### src/rtl/fft_test_controller.sv
// ============================================================================
//  Module   : fft_test_controller
//  Brief    : Programmable trigger pacing plus AXIS frame checker and capture buffer
//  Revision : 1.0
// ============================================================================
`default_nettype none

module fft_test_controller #(
    parameter int NB_DATA   = 12,
    parameter int N_POINT   = 8,
    parameter int N_FRAMES  = 2,
    parameter int NB_PERIOD = 12,
    parameter int NB_FCOUNT = 16
) (
    input  logic                                  i_clk,
    input  logic                                  i_rst_n,
    input  logic                                  i_enable,
    input  logic [NB_PERIOD-1:0]                  i_period,
    input  logic                                  i_mode,
    input  logic                                  i_arm,
    output logic                                  o_gen_valid,
    input  logic [2*NB_DATA-1:0]                  s_axis_data_tdata,
    input  logic                                  s_axis_data_tvalid,
    input  logic                                  s_axis_data_tlast,
    output logic                                  s_axis_data_tready,
    input  logic [$clog2(N_POINT*N_FRAMES)-1:0]   i_rd_addr,
    output logic [2*NB_DATA-1:0]                  o_rd_data,
    output logic [NB_FCOUNT-1:0]                  o_frame_count,
    output logic [7:0]                            o_err_count,
    output logic                                  o_busy,
    output logic                                  o_done
);

    localparam int DEPTH = N_POINT * N_FRAMES;
    localparam int AW    = $clog2(DEPTH);
    localparam int IW    = $clog2(N_POINT);
    localparam logic [IW-1:0] LAST_IDX  = IW'(N_POINT - 1);
    localparam logic [AW-1:0] LAST_ADDR = AW'(DEPTH - 1);

    typedef enum logic [1:0] {
        ST_IDLE    = 2'd0,
        ST_ARMED   = 2'd1,
        ST_CAPTURE = 2'd2,
        ST_DONE    = 2'd3
    } state_t;

    state_t                 state_q;
    logic [AW-1:0]          wp_q;
    logic [IW-1:0]          idx_q;
    logic [NB_PERIOD-1:0]   cnt_q;
    logic                   gen_q;
    logic                   tready_q;
    logic                   busy_q;
    logic                   done_q;
    logic [NB_FCOUNT-1:0]   fcount_q;
    logic [7:0]             err_q;
    logic [2*NB_DATA-1:0]   rd_q;
    logic [2*NB_DATA-1:0]   mem_q [DEPTH];

    logic                   w_accept;
    logic                   w_pace_ok;
    logic                   w_frame_err;
    logic                   w_wr_en;
    logic [AW-1:0]          w_wr_addr;

    assign w_accept    = s_axis_data_tvalid && tready_q;
    assign w_pace_ok   = !i_mode || busy_q;
    assign w_frame_err = w_accept &&
                         (s_axis_data_tlast ? (idx_q != LAST_IDX) : (idx_q == LAST_IDX));

    // A restart pulse wins over a beat arriving in the same cycle.
    always_comb begin
        w_wr_en   = 1'b0;
        w_wr_addr = wp_q;
        if (w_accept && !i_arm) begin
            if (state_q == ST_ARMED && idx_q == '0) begin
                w_wr_en   = 1'b1;
                w_wr_addr = '0;
            end else if (state_q == ST_CAPTURE) begin
                w_wr_en   = 1'b1;
            end
        end
    end

    always_ff @(posedge i_clk or negedge i_rst_n) begin
        if (!i_rst_n) begin
            cnt_q <= '0;
            gen_q <= 1'b0;
        end else if (i_enable && w_pace_ok) begin
            if (cnt_q == i_period) begin
                cnt_q <= '0;
                gen_q <= 1'b1;
            end else begin
                cnt_q <= cnt_q + 1'b1;
                gen_q <= 1'b0;
            end
        end else begin
            cnt_q <= '0;
            gen_q <= 1'b0;
        end
    end

    always_ff @(posedge i_clk or negedge i_rst_n) begin
        if (!i_rst_n) begin
            tready_q <= 1'b0;
            idx_q    <= '0;
            fcount_q <= '0;
            err_q    <= '0;
        end else begin
            tready_q <= 1'b1;
            if (w_accept) begin
                if (s_axis_data_tlast) begin
                    idx_q    <= '0;
                    fcount_q <= fcount_q + 1'b1;
                end else begin
                    idx_q    <= idx_q + 1'b1;
                end
            end
            if (w_frame_err && err_q != 8'hFF) begin
                err_q <= err_q + 1'b1;
            end
        end
    end

    always_ff @(posedge i_clk or negedge i_rst_n) begin
        if (!i_rst_n) begin
            state_q <= ST_IDLE;
            wp_q    <= '0;
            busy_q  <= 1'b0;
            done_q  <= 1'b0;
        end else begin
            case (state_q)
                ST_IDLE: begin
                    if (i_arm) begin
                        state_q <= ST_ARMED;
                        wp_q    <= '0;
                        busy_q  <= 1'b1;
                    end
                end
                ST_ARMED: begin
                    if (i_arm) begin
                        wp_q <= '0;
                    end else if (w_accept && idx_q == '0) begin
                        state_q <= ST_CAPTURE;
                        wp_q    <= AW'(1);
                    end
                end
                ST_CAPTURE: begin
                    if (i_arm) begin
                        state_q <= ST_ARMED;
                        wp_q    <= '0;
                    end else if (w_accept) begin
                        if (wp_q == LAST_ADDR) begin
                            wp_q <= '0;
                            if (i_mode) begin
                                state_q <= ST_DONE;
                                busy_q  <= 1'b0;
                                done_q  <= 1'b1;
                            end
                        end else begin
                            wp_q <= wp_q + 1'b1;
                        end
                    end
                end
                ST_DONE: begin
                    if (i_arm) begin
                        state_q <= ST_ARMED;
                        wp_q    <= '0;
                        busy_q  <= 1'b1;
                        done_q  <= 1'b0;
                    end
                end
                default: begin
                    state_q <= ST_IDLE;
                    busy_q  <= 1'b0;
                    done_q  <= 1'b0;
                end
            endcase
        end
    end

    // Buffer array is left unreset so it maps onto block RAM.
    always_ff @(posedge i_clk) begin
        if (w_wr_en) begin
            mem_q[w_wr_addr] <= s_axis_data_tdata;
        end
    end

    always_ff @(posedge i_clk or negedge i_rst_n) begin
        if (!i_rst_n) begin
            rd_q <= '0;
        end else begin
            rd_q <= mem_q[i_rd_addr];
        end
    end

    assign o_gen_valid        = gen_q;
    assign s_axis_data_tready = tready_q;
    assign o_rd_data          = rd_q;
    assign o_frame_count      = fcount_q;
    assign o_err_count        = err_q;
    assign o_busy             = busy_q;
    assign o_done             = done_q;

endmodule

`default_nettype wire

### config.mk
export PLATFORM = sky130hd
export DESIGN_NAME = fft_test_controller
export DESIGN_NICKNAME = d
export VERILOG_FILES = /design/src/rtl/fft_test_controller.sv
export SDC_FILE = /design/constraint.sdc
export NUM_CORES = 1
export LEC_CHECK = 0
export BUFFER_PORTS_ARGS = -buffer_cell sky130_fd_sc_hd__clkbuf_2
export CORE_MARGIN = 2
export CORE_UTILIZATION = 54
export DETAILED_ROUTE_END_ITERATION = 8
export PLACE_DENSITY = 0.83
export SYNTH_ARGS = -nofsm -noshare
export SYNTH_HDL_FRONTEND = slang
export SYNTH_SLANG_ARGS = --single-unit
### constraint.sdc
create_clock -name i_clk -period 4 [get_ports i_clk]
set_input_delay 0.2 -clock i_clk [delete_from_list [all_inputs] [get_ports i_clk]]
set_output_delay 0.2 -clock i_clk [all_outputs]
set_load 0.02 [all_outputs]
==> flow_summary.toml, run 1 <==
[yosys]
synth-seq-cells = 457
synth-warning-count = 0
syn_area_per_cell_um2 = 19.9
yosysSeqAreaShare = 0.756
synthFlopType = "edfxtp_1"
synth_area_mm2 = 0.0177
synth.distinct_cells = 46
syn_inst = 889
postSynthNetCount = 947
async_flop_share = 0.160
synth_edf_count = 384

[detailed_routing]
highest_layer = "met4"
wirelength_um = 36200
met1Wirelength_um = 14000
drc = 0
met2WireLength_um = 18500
wl_per_cell_um = 24.0
via_per_inst = 5.96
postRouteAntennaNets = 0
dr_total_vias = 8988
met3_length_um = 2770
drtPass1Iterations = 5
drtIter0Drc = 918

[clock_network]
path_clk_slew_ns = 0.06
cts_resized = 0
cts_buffers = 45
clock_latency_ns = 0.56
cts_tree = "yes"
numClockSinks = 457
h-tree-depth = 2
clockRootBuffer = "clkbuf_16"
clock_path_buffers = 3

[placed_design]
gp_routability_congestion = 0.785
dp_slack_ns = 1.18
port-buffer-count = 98
hpwlAfterDp_um = 20800

[timing]
fin_ws_ns = 1.12
worstMarginPinSlew_ns = 1.14
fin_setup_tns_ns = 0
grt_setup_unrepaired = "no"
period_share = 0.720
finalCriticalPeriod_ns = 2.88
relSlewSlack = 0.237
finalHoldWorstSlack_ns = 0.0192
clock_skew_ns = 0.0237
finalHoldViolCount = 0
fmax_mhz = 347
drv_slew = 0
setup_viol = 0

[layout]
mostFrequentLayoutCell = "edfxtp_1"
drive_gt1_frac = 0.295
area_growth_pct = 14.6
nets = 1085
final_cell_mix = "edfxtp_1 (384), mux4_2 (96), clkbuf_2 (95)"

[grt]
antenna_found_initial = 1
grt_start_max_net_pins = 74
overflow = 0
grt_pass1_vias = 9223
grtUsageTotal = 0.219
grt_pass1_wl_um = 54900

[worst_setup_path]
crit_fanout = 13
end_kind = "register"
crit_path_max_incr_delay_ns = 0.74
crit_family = "simple AND/OR/NAND/NOR gates"
r2r_setup_slack_ns = 1.12
slowest_stage = "nor2_2"
setup.worst_path.start = "state_q[1]"
cp-start-kind = "register"
reg2reg_from = "state_q[1]"
worst-endpoint-arrival_ns = 3.12
crit_chain = "inv_1 -> ha_1 -> nand3b_1 -> or2_2 -> nand4b_1 -> nor2_2 -> buf_4"
cp.required_ns = 4.24
path_class = "register to register"
path_buf_inv = 2

[hold_path]
hp-start = "s_axis_data_tlast"
hp-class = "primary input to register"

[run]
maxCapViolCount = 0

[floorplan]
rows = 66
core_area_mm2 = 0.0324
ios = 99
start_util = 0.545
die_h_um = 185
die_area_mm2 = 0.0342
die_w_um = 185

[power_and_ir_drop]
p_leak_uw = 0.00696
power.density_mw_per_mm2 = 505
ir_drop_mv = 0.416

[run_status]
status = "finished, final reports clean"
[routing by layer]
| metal | vias to the layer above | track usage |
|---|---|---|
| met5 | - | 0 |
| met4 | 0 | 0.0676 |
| met3 | 75 | 0.0381 |
| met2 | 415 | 0.367 |
| met1 | 4613 | 0.297 |
| li1 | 3885 | - |
[what timing repair did]
item	in CTS	in global routing
buffers inserted	0	0
hold buffers	1	0
endpoints found under the hold margin	73	0
setup endpoints to repair	0	0
[path summary, 6_finish.rpt]
kind / to / cells past startpoint
hold / removal: idx_q[1] / 3
min in group asynchronous: o_frame_count[8] / 2
max in group asynchronous: o_rd_data[17] / 2
setup reg to reg: mem_q[13][10] / 7
setup / recovery: mem_q[13][10] / 7
hold reg to reg: o_frame_count[15] / 1
[power by group]
group / leakage (µW) / switching [µW] / internal, µW / total [µW]
Clock: 0.000662 / 1730 / 2190 / 3920
Sequential: 0.00440 / 112 / 5290 / 5400
Combinational: 0.00190 / 557 / 346 / 904
Total: 0.00696 / 2400 / 7830 / 10200
[cells in the mapped netlist, types with 5 or more instances]
cell type / number / area (µm²)
buf_6: 5 / 56.3
a21oi_1: 7 / 35.0
nor2_1: 28 / 105
nand2_1: 40 / 150
clkbuf_1: 24 / 90.1
nor3b_1: 8 / 60.1
inv_1: 13 / 48.8
xor2_1: 13 / 114
a22oi_1: 48 / 360
o21ai_0: 9 / 45.0
nand4_1: 15 / 93.8
edfxtp_1: 384 / 11500
dfrtp_1: 73 / 1830
nand3_1: 20 / 100
xnor2_1: 31 / 272
ha_1: 11 / 138
mux4_2: 96 / 2160
buf_2: 8 / 40.0
nor3_1: 11 / 55.1
[tightest hold or removal path: stages]
cell	delay, ns
clkbuf_2	0.14
nand2b_1	0.11
o21ai_0	0.07
[logic make-up (layout without fill, tap and decap cells)]
logic type	count (synthesis)	in the layout	share of synthesized area
DFF	457	457	0.756
AOI/OAI and AO/OA	76	76	0.0310
other	1	2	0.000212
adders and majority gates	11	11	0.00779
muxes	102	102	0.126
xor gates and xnor gates	44	44	0.0218
buffers and inverters	51	226	0.0137
and+or+nand+nor	147	147	0.0429
[per-stage QoR]
stage	cells	utilization	area (µm²)	power [µW]
floorplan	889	-	17700	6060
global placement	1421	0.583	18900	6360
detailed placement	1421	0.583	18900	6400
CTS	1506	0.625	20200	10300
global route	1506	0.625	20200	10600
finish	1507	0.625	20200	10200
[final cells by class]
class	instances	area, µm²
Timing Repair Buffer	129	762
Fill cell	2201	12100
Clock inverter	24	166
Sequential cell	457	13400
Tap cell	442	553
Multi-Input combinational cell	381	4150
Clock buffer	60	1200
Inverter	13	48.8
Antenna cell	1	2.50
[sequential cells by signal, summed over array words and instances, names as in the netlist, 2 cells and up]
register       cells
cnt_q             12
idx_q              3
mem_q            384
o_err_count        8
o_frame_count     16
o_rd_data         24
state_q            2
wp_q               4
No activity file was read; power rests on OpenSTA's default activity.
==> run 2: changes to the inputs <==
PLACE_DENSITY = 0.86   (was 0.83)
clock period = 2.41 ns   (was 4 ns; I/O delays follow)
==> flow_summary.toml, run 2 (synthesized netlist as in run 1, its figures left out) <==
[clock_network]
clockRootBuffer = "clkbuf_16"
cts_tree = "yes"
h-tree-depth = 2
path_clk_slew_ns = 0.06
cts_buffers = 45
post_cts_buffers = 0
clock_path_buffers = 3
clock_latency_ns = 0.54
numClockSinks = 457

[layout]
largest_reg_flops = 384
n_antenna_cell = 0
final_cell_mix = "edfxtp_1 (384), mux4_2 (96), clkbuf_2 (95)"
regMostFlops = "mem_q"
mostFrequentLayoutCell = "edfxtp_1"
nets = 1120
drive_gt1_frac = 0.324
nFillCells = 2109
area_growth_pct = 18.5

[power_and_ir_drop]
power_uw = 17600
ir_drop_mv = 0.678
p_leak_uw = 0.00727
power.density_mw_per_mm2 = 842

[grt]
grt_start_max_net_pins = 38
grt_pass1_wl_um = 57900
grt_pass1_vias = 9758
grtUsageTotal = 0.231
overflow = 0
antenna_found_initial = 1

[timing]
finalHoldWorstSlack_ns = 0.00678
relSlewSlack = 0.239
grt_setup_unrepaired = "no"
finalCriticalPeriod_ns = 2.24
period_share = 0.929
setup_viol = 0
clock_skew_ns = 0.0156
finalHoldViolCount = 0
fmax_mhz = 446
worstMarginPinSlew_ns = 1.14
drv_slew = 0

[detailed_routing]
drtIter0Drc = 836
wl_per_cell_um = 24.6
dr_total_vias = 9250
drc = 0
wirelength_um = 37900
postRouteAntennaNets = 0
drtPass1Iterations = 4
via_per_inst = 6.00

[placed_design]
gp_routability_congestion = 0.793
hpwlAfterDp_um = 22500
port-buffer-count = 98

[floorplan]
die_area_mm2 = 0.0342
ios = 99
core_area_mm2 = 0.0324
die_h_um = 185
die_w_um = 185
start_util = 0.545
rows = 66

[worst_setup_path]
crit_fanout = 13
cp.required_ns = 2.65
crit_chain = "inv_1 -> ha_1 -> nand3b_1 -> or2_2 -> nand4b_1 -> buf_4 -> nor2_4 -> buf_12"
path_class = "register to register"
slowest_stage = "nor2_4"
cp-start-kind = "register"
crit_path_max_incr_delay_ns = 0.48
worst-endpoint-arrival_ns = 2.48
end_kind = "register"

[run_status]
status = "finished, final reports clean"

[run]
maxCapViolCount = 0

[hold_path]
hp-class = "primary input to register"
## run 2: cell count changes in the layout (fill, tap and decap cells not counted), moves of 5 or more
cell	previous run	this run
clkinv_1	11	2
clkbuf_8	2	9
clkbuf_1	13	8
buf_4	30	39
buf_12	2	20
nor3_2	6	0
dlygate4sd3_1	1	8
nor3_4	0	6
## run 2: what timing repair did
item / CTS / global route
gates resized for setup: 3 / 0
hold buffers: 8 / 0
setup endpoints to repair: 48 / 0
endpoints found under the hold margin: 104 / 0
## run 2: path summary, 6_finish.rpt
kind / to / from / cells after the start / slack, ns
min in group asynchronous: o_frame_count[15] / i_rst_n / 2 / 0.10
max in group asynchronous: o_rd_data[23] / i_rst_n / 3 / 1.69
worst max register to register: mem_q[13][10] / idx_q[0] / 8 / 0.17
worst max-delay path: mem_q[13][10] / idx_q[0] / 8 / 0.17
worst min-delay path: o_err_count[0] / s_axis_data_tvalid / 3 / 0.007
worst min register to register: o_frame_count[15] / o_frame_count[15] / 1 / 0.48
## run 2: power breakdown
group | internal (µW) | leakage, µW | switching, µW
Clock | 4070 | 0.000745 | 2870
Combinational | 706 | 0.00212 | 1040
Sequential | 8780 | 0.00440 | 165
## run 2: metal layers
layer | vias up | track usage | wire (µm)
li1 | 3953 | - | -
met1 | 4739 | 0.304 | 14500
met2 | 462 | 0.389 | 19400
met5 | - | 0 | 13
met4 | 2 | 0.0838 | 1140
met3 | 94 | 0.0435 | 2880
## run 2: stage by stage
step | util | instance area (µm²) | worst slack [ns] | instances | setup TNS [ns]
after floorplan | - | 17800 | -0.309 | 889 | -37.29
after global placement | 0.597 | 19300 | 0.00858 | 1448 | 0
after detailed placement | 0.597 | 19300 | -0.0619 | 1448 | -2.36
after CTS | 0.647 | 20900 | 0.159 | 1541 | 0
after global routing | 0.647 | 20900 | 0.0131 | 1541 | 0
final | 0.647 | 20900 | 0.170 | 1541 | 0
## run 2: final cells by class
type,instances,area (µm²),share of cell area
timing repair buffer,163,1260,0.0602
sequential,457,13400,0.638
clock buffer,68,1380,0.0658
multi-input combinational,382,4220,0.201
inverter,13,48.8,0.00233
clock inverter,16,116,0.00556
tap,442,553,0.0264
## run 2: critical path, delay by kind of cell, from the launching register on
| family | cells | cell delay [ns] |
|---|---|---|
| buffers and inverters | 3 | 0.48 |
| and+or+nand+nor | 4 | 0.89 |
| adders and majority gates | 1 | 0.20 |
| DFF | 1 | 0.35 |
==> run 3: changes to the inputs <==
CORE_ASPECT_RATIO = 0.9   (was default)
CORE_UTILIZATION = 55   (was 54)
PLACE_DENSITY = 0.87   (was 0.86)
==> flow_summary.toml, run 3 (synthesized netlist as in run 1, its figures left out) <==
[worst_setup_path]
r2r_setup_slack_ns = 0.14
cp-start-kind = "register"
path_buf_inv = 2
reg2reg_to = "mem_q[2][6]"
r2r_cells = 7
crit_fanout = 24
worst-endpoint-arrival_ns = 2.49
end_kind = "register"
path_class = "register to register"
setup.worst_path.start = "state_q[1]"
slowest_stage = "dfrtp_1"
cp.required_ns = 2.64
crit_path_max_incr_delay_ns = 0.37
reg2reg_from = "state_q[1]"
crit_family = "simple AND/OR/NAND/NOR gates"
crit_chain = "inv_1 -> ha_1 -> nand3b_1 -> or2_2 -> nand4_1 -> nor3_4 -> buf_12"

[timing]
fmax_mhz = 441
clock_skew_ns = 0.0260
worstMarginPinSlew_ns = 1.25
finalCriticalPeriod_ns = 2.27
period_share = 0.940
relSlewSlack = 0.169
drv_slew = 0
setup_viol = 0
grt_setup_unrepaired = "no"
finalHoldViolCount = 0
fin_ws_ns = 0.144

[floorplan]
die_w_um = 193
die_h_um = 174
start_util = 0.557
core_area_mm2 = 0.0317
rows = 62
ios = 99
die_area_mm2 = 0.0336

[placed_design]
gp_routability_congestion = 0.779
hpwlAfterDp_um = 22000
dp_slack_ns = 0.212
port-buffer-count = 98

[grt]
grt_pass1_wl_um = 59100
overflow = 0
antenna_found_initial = 0
grt_pass1_vias = 9698
grt_start_max_net_pins = 53
grtUsageTotal = 0.239

[clock_network]
numClockSinks = 457
cts_buffers = 44
clock_latency_ns = 0.55
clockRootBuffer = "clkbuf_16"
clock_path_buffers = 3
cts_tree = "yes"
h-tree-depth = 2
path_clk_slew_ns = 0.07
cts_resized = 0

[power_and_ir_drop]
power.density_mw_per_mm2 = 872
p_leak_uw = 0.00720
ir_drop_mv = 0.673
power_uw = 18100

[layout]
finish.utilization = 0.655
nets = 1099
drive_gt1_frac = 0.309
largest_reg_flops = 384
n_antenna_cell = 0
area_growth_pct = 17.7
final_cell_mix = "edfxtp_1 (384), mux4_2 (96), clkbuf_2 (95)"
mostFrequentLayoutCell = "edfxtp_1"
regMostFlops = "mem_q"
seqCellArea_mm2 = 0.0134
multi_input_area_mm2 = 0.00419
nFillCells = 1977

[detailed_routing]
wirelength_um = 38800
postRouteAntennaNets = 0
wl_per_cell_um = 26.0
drtIter0Drc = 941
via_per_inst = 6.22
drtPass1Iterations = 5
dr_total_vias = 9282
drc = 0

[hold_path]
min_to = "mem_q[15][19]"
hp-class = "primary input to register"
hold_depth = 1
hp-start = "s_axis_data_tdata[19]"

[run_status]
status = "finished, final reports clean"

[run]
maxCapViolCount = 0
-- run 3: power breakdown --
part	total (µW)	switching, µW	internal [µW]
Sequential	8970	192	8780
Clock	7570	2930	4630
Combinational	1580	964	616
-- run 3: layout make-up --
cell class / count / share of cell area
clock buffer: 57 / 0.0584
clock inverter: 25 / 0.0186
inverter: 13 / 0.00235
multi-input combinational: 381 / 0.202
sequential: 457 / 0.643
tap: 416 / 0.0251
timing repair buffer: 144 / 0.0510
-- run 3: worst max-delay path by stage --
stage / endpoint / slack [ns] / cells past startpoint
6_report: mem_q[2][6] / 0.14 / 7
5_1_grt: mem_q[2][5] / 0.008 / 7
3_5_place_dp: mem_q[15][0] / 0.21 / 7
4_1_cts: mem_q[2][8] / 0.16 / 7
3_3_place_gp: mem_q[7][1] / 0.28 / 7
2_1_floorplan: mem_q[10][0] / -0.31 / 5
-- run 3: per-layer routing --
metal	track usage	wire length (µm)	vias up
met4	0.0681	961	0
met3	0.0392	3080	80
met5	0	0	-
met2	0.401	20200	490
met1	0.326	14600	4812
li1	-	-	3900
-- run 3: metrics by stage --
stage               setup TNS [ns]  instance area, µm²  hold WS [ns]  cells
floorplan                   -37.29               17800        -0.175    889
global placement                 0               19100         0.115   1406
detailed placement               0               19100         0.113   1406
CTS                              0               20800       0.00317   1493
global route                     0               20800        0.0389   1493
finish                           0               20800        0.0215   1493
-- run 3: repair_timing --
item	CTS	global route
hold buffers	5	0
buffers inserted	0	0
hold endpoints to repair	94	0
